--- src/rtl/mem_burst_ctrl_pkg.sv ---
// Shared definitions for the burst memory controller: default geometry and FSM state encoding.
package mcDefs;

    localparam int unsigned BUSWIDTH = 16;
    localparam int unsigned MEMSIZE  = 256;
    localparam int unsigned BURSTLEN = 4;
    localparam int unsigned PAGE_W   = 4;

    typedef enum logic [1:0] {IDLE, READ, WRITE} burst_state_t;

endpackage : mcDefs

--- src/rtl/mem_burst_ctrl.sv ---
// Burst memory controller: decodes a paged bus transaction and sequences a fixed-length
// burst of reads or writes into one memory array.
module mem_burst_ctrl #(
    parameter int unsigned                   BUSWIDTH = mcDefs::BUSWIDTH,
    parameter int unsigned                   MEMSIZE  = mcDefs::MEMSIZE,
    parameter logic [mcDefs::PAGE_W-1:0]     PAGEID   = 4'h0,
    parameter int unsigned                   BURSTLEN = mcDefs::BURSTLEN
) (
    input  logic                             clk,
    input  logic                             resetH,
    input  logic                             AddrValid,
    input  logic                             rw,
    input  logic [BUSWIDTH-1:0]              BusDataIn,
    output logic [BUSWIDTH-1:0]              BusDataOut,
    output logic                             BusDataOE,
    output logic                             Busy,
    output logic [$clog2(MEMSIZE)-1:0]       Addr,
    output logic                             rdEn,
    output logic                             wrEn,
    output logic [BUSWIDTH-1:0]              MemDataIn,
    input  logic [BUSWIDTH-1:0]              MemDataOut
);
    import mcDefs::*;

    localparam int unsigned ADDRWIDTH = $clog2(MEMSIZE);
    localparam int unsigned BEATW     = $clog2(BURSTLEN) + 1;

    burst_state_t           state_q, state_d;
    logic [BEATW-1:0]       beat_q,  beat_d;
    logic [ADDRWIDTH-1:0]   base_q,  base_d;

    logic                   page_hit_c;
    logic                   accept_c;
    logic                   last_beat_c;
    logic [ADDRWIDTH-1:0]   addr_c;

    assign page_hit_c  = (BusDataIn[BUSWIDTH-1 -: PAGE_W] == PAGEID);
    assign accept_c    = AddrValid && page_hit_c && (state_q == IDLE);
    assign last_beat_c = (beat_q == BEATW'(BURSTLEN - 1));
    // Address arithmetic is ADDRWIDTH bits wide so bursts wrap at the end of the array.
    assign addr_c      = base_q + ADDRWIDTH'(beat_q);

    // State, beat counter and base address register with synchronous reset.
    always_ff @(posedge clk) begin
        if (resetH) begin
            state_q <= IDLE;
            beat_q  <= '0;
            base_q  <= '0;
        end else begin
            state_q <= state_d;
            beat_q  <= beat_d;
            base_q  <= base_d;
        end
    end

    // Next-state logic.
    always_comb begin
        state_d = state_q;
        beat_d  = beat_q;
        base_d  = base_q;
        unique case (state_q)
            IDLE: begin
                if (accept_c) begin
                    state_d = rw ? READ : WRITE;
                    beat_d  = '0;
                    base_d  = BusDataIn[ADDRWIDTH-1:0];
                end
            end
            READ, WRITE: begin
                beat_d = beat_q + BEATW'(1);
                if (last_beat_c) begin
                    state_d = IDLE;
                end
            end
            default: begin
                state_d = IDLE;
            end
        endcase
    end

    // Per-state outputs; everything is held low while reset is asserted so no write lands on the reset edge.
    always_comb begin
        rdEn       = 1'b0;
        wrEn       = 1'b0;
        BusDataOE  = 1'b0;
        Busy       = 1'b0;
        Addr       = '0;
        BusDataOut = '0;
        MemDataIn  = '0;
        if (!resetH) begin
            unique case (state_q)
                READ: begin
                    rdEn       = 1'b1;
                    Busy       = 1'b1;
                    BusDataOE  = 1'b1;
                    Addr       = addr_c;
                    BusDataOut = MemDataOut;
                end
                WRITE: begin
                    wrEn      = 1'b1;
                    Busy      = 1'b1;
                    Addr      = addr_c;
                    MemDataIn = BusDataIn;
                end
                default: begin
                end
            endcase
        end
    end

endmodule : mem_burst_ctrl

--- config.mk ---
export PLATFORM = sky130hd
export DESIGN_NAME = mem_burst_ctrl
export DESIGN_NICKNAME = d
export VERILOG_FILES = /design/src/rtl/mem_burst_ctrl_pkg.sv /design/src/rtl/mem_burst_ctrl.sv
export SDC_FILE = /design/constraint.sdc
export NUM_CORES = 1
export LEC_CHECK = 0
export BUFFER_PORTS_ARGS = -buffer_cell sky130_fd_sc_hd__buf_2
export CORE_MARGIN = 2
export CORE_UTILIZATION = 39
export DETAILED_ROUTE_END_ITERATION = 10
export GPL_TIMING_DRIVEN = 0
export PLACE_DENSITY = 0.9
export SYNTH_ARGS = -nofsm -noshare
export SYNTH_HDL_FRONTEND = slang
export SYNTH_SLANG_ARGS = --single-unit
--- constraint.sdc ---
create_clock -name clk -period 1.74 [get_ports clk]
set_clock_uncertainty 0.05 [all_clocks]
set_input_delay 0.261 -clock clk [delete_from_list [all_inputs] [get_ports clk]]
set_output_delay 0.261 -clock clk [all_outputs]
set_load 0.01 [all_outputs]
==> results.toml <==
[global_route]
antenna_found_initial = 0
grt_max_degree = 12
gr-total-overflow = 0
grt_pass1_vias = 1048
grtUsageTotal = 0.1845
grt_pass1_wl_um = 4540

[place]
dp_hpwl_um = 2177
placed_area_um2 = 1466
numPortBuffers = 79
place_congestion = 0.7545
dp.cells = 237

[synthesis]
synth_seq_cells = 13
ys_types = 26
synth_area_leaders = "dfxtp_1 25%, and2_1 21%, ha_1 9.7%"
avgSynthCellArea_um2 = 8.025
ys_seq_area_frac = 0.2533
syn_inst = 128
synth_top_area_cell = "dfxtp_1"
synth_area_um2 = 1027
synth_nets = 173
yosys_warnings = 0
synth_top_area_share = 0.2533

[setup_path]
endpoint_kind = "primary output"
path_class = "flop to primary output"
cp-start-kind = "flop"
critPathArrivalTime_ns = 1.75
crit_fanout = 2
reg2reg_to = "base_q[3]"
cp.required_ns = 1.43
rr_worst_depth = 6
rrSetupSlack_ns = 0.23
reg2reg_from = "state_q[1]"

[sta]
worstMarginPinSlew_ns = 0.4214
slew_violations = 0
finalHoldViolations = 0
period_minus_slack_ns = 2.066
rsz0062_at_grt = "yes"
max_slew_margin = 0.7190
setup_tns_ns = -1.894
layout_worst_path_cycle_share = 1.187
fin_hold_ws_ns = 0.1918
timing.final.ws_setup_ns = -0.3255
setup_viol = 29
fmax_mhz = 484.1

[floorplanning]
initial_core_util = 0.4146
coreArea_um2 = 2477
die_h_um = 55.32
dieArea_um2 = 3060
rows = 18
die_w_um = 55.32
io_pins = 80

[run_status]
violations = "setup timing"
outcome = "complete, but fails checks"

[run]
maxCapViolCount = 0

[route]
vias = 1227
via_per_inst = 4.988
drtIter0Drc = 25
wl_per_cell_um = 15.37
postRouteWirelength_um = 3781
detail-route-antenna-nets = 0
firstDrtPassIters = 4
drc = 0

[min_path]
hp-class = "input pin to flop"
min-delay-start = "BusDataIn[7]"
min_path_cells = 3
whs_endpoint = "base_q[7]"

[final_layout]
final_cells = 246
final_area_um2 = 2003
drive_above_1_share = 0.6759
finalNetCount = 262
area_delta_synth_final_pct = 95.01
n_antenna_cell = 0

[pwr]
p_per_area_nw_per_um2 = 293.9
vdd_drop_max_uv = 304.1
power.total_uw = 588.8
p_leak_uw = 0.0009847

[cts]
ctsHtreeMaxLevel = 1
tritoncts = "built"
cts_sinks = 13
cts.clk_slew.worst_paths_ns = 0.08
numCtsBuffers = 3
clk_latency_ns = 0.28
cts_root_buf = "clkbuf_4"
clockBufferDepth = 2
## cells in the mapped netlist
library cell	number
fa_1	1
or3_1	2
xnor2_1	6
buf_2	1
nand3_2	1
dfxtp_1	13
nand4_1	1
nand3_1	3
nand3b_1	1
ha_1	8
nor3_2	1
mux2i_1	8
nor2_1	14
buf_4	1
nand2_1	3
a21oi_1	8
inv_1	4
nor2b_1	5
nor3b_1	1
a21boi_1	1
clkbuf_1	4
o31ai_1	1
or3b_1	2
o21ai_0	2
nand2b_1	2
and2_1	34
## worst max-delay path: stages, from the launching register on
cell and delay, ns:
dfxtp_2 0.35, ha_4 0.17, fa_2 0.39, a21oi_4 0.15, nor3b_2 0.06, xnor2_1 0.12, nor2_1 0.10, buf_2 0.14
## registers in the layout, summed over array words and instances, names as in the netlist
name / flops
base_q: 8
beat_q: 3
state_q: 2
## cell type report
cell class | count | area (um2)
Multi-Input combinational cell | 105 | 924.6
Timing Repair Buffer | 85 | 673.1
Fill cell | 156 | 474.2
Sequential cell | 13 | 271.5
Buffer | 5 | 50.05
Tap cell | 30 | 37.54
Clock buffer | 4 | 26.28
Inverter | 4 | 20.02
## per-layer routing
layer  track usage  share of wire  up-vias
met5             0              0        -
met4       0.08362          0.029        0
met3       0.02810          0.047       12
met2        0.3350           0.57       49
met1        0.2098           0.35      574
li1              -              -      592
## through the flow
stage	setup WS, ns	util
final	-0.3255	0.8086
after CTS	-0.3193	0.6596
after global routing	-0.4086	0.8086
after floorplan	0.04495	-
after global placement	-0.1042	0.5919
after detailed placement	-0.1097	0.5919
## logic make-up (layout without fill, tap and decap cells)
kind of cell    count (synthesis)  count (layout)  synth area share
flops                          13              13            0.2533
compound gates                 12              12           0.06334
buf+inv                        10              98           0.04140
xor+xnor                        6               6           0.05116
mux                             8               8           0.07796
simple gates                   70              70            0.3959
fa+ha+maj                       9               9            0.1169
## how the worst max path moves through the flow
stage | start | depth (start not counted) | end
floorplan | beat_q[0] | 6 | Addr[6]
CTS | base_q[0] | 7 | Addr[4]
global placement | state_q[0] | 7 | Addr[0]
detailed placement | state_q[0] | 7 | Addr[1]
global route | base_q[0] | 7 | Addr[6]
finish | base_q[0] | 7 | Addr[6]
## cell usage in the layout (no fill, tap or decap), types with 3 or more instances in the layout
| cell type | instances |
|---|---|
| buf_8 | 3 |
| buf_2 | 48 |
| and2_4 | 31 |
| nand3_1 | 3 |
| nor2_1 | 14 |
| buf_6 | 35 |
| ha_1 | 3 |
| and2_1 | 3 |
| mux2i_1 | 8 |
| nor2b_1 | 3 |
| xnor2_1 | 6 |
| ha_4 | 5 |
| nand2_1 | 3 |
| a21oi_1 | 4 |
| dfxtp_2 | 3 |
| clkbuf_4 | 3 |
| dfxtp_1 | 8 |
## power by group
part	switching, uW	leakage (uW)	total (uW)	internal, uW
sequential	4.01	0.000108	302	298
clock	100	0.0000150	189	89.0
combinational	44.5	0.000862	97.9	53.5
total	149	0.000985	589	440
## repair_timing
action / CTS / global route
hold endpoints to repair: 0 / 0
pin swaps: 5 / 34
setup endpoints to repair: 44 / 41
setup buffers: 4 / 0
hold buffers: 0 / 0
gates resized for setup: 28 / 80
cloned: 1 / 1
Note: power is estimated with default switching activity, not from simulation.
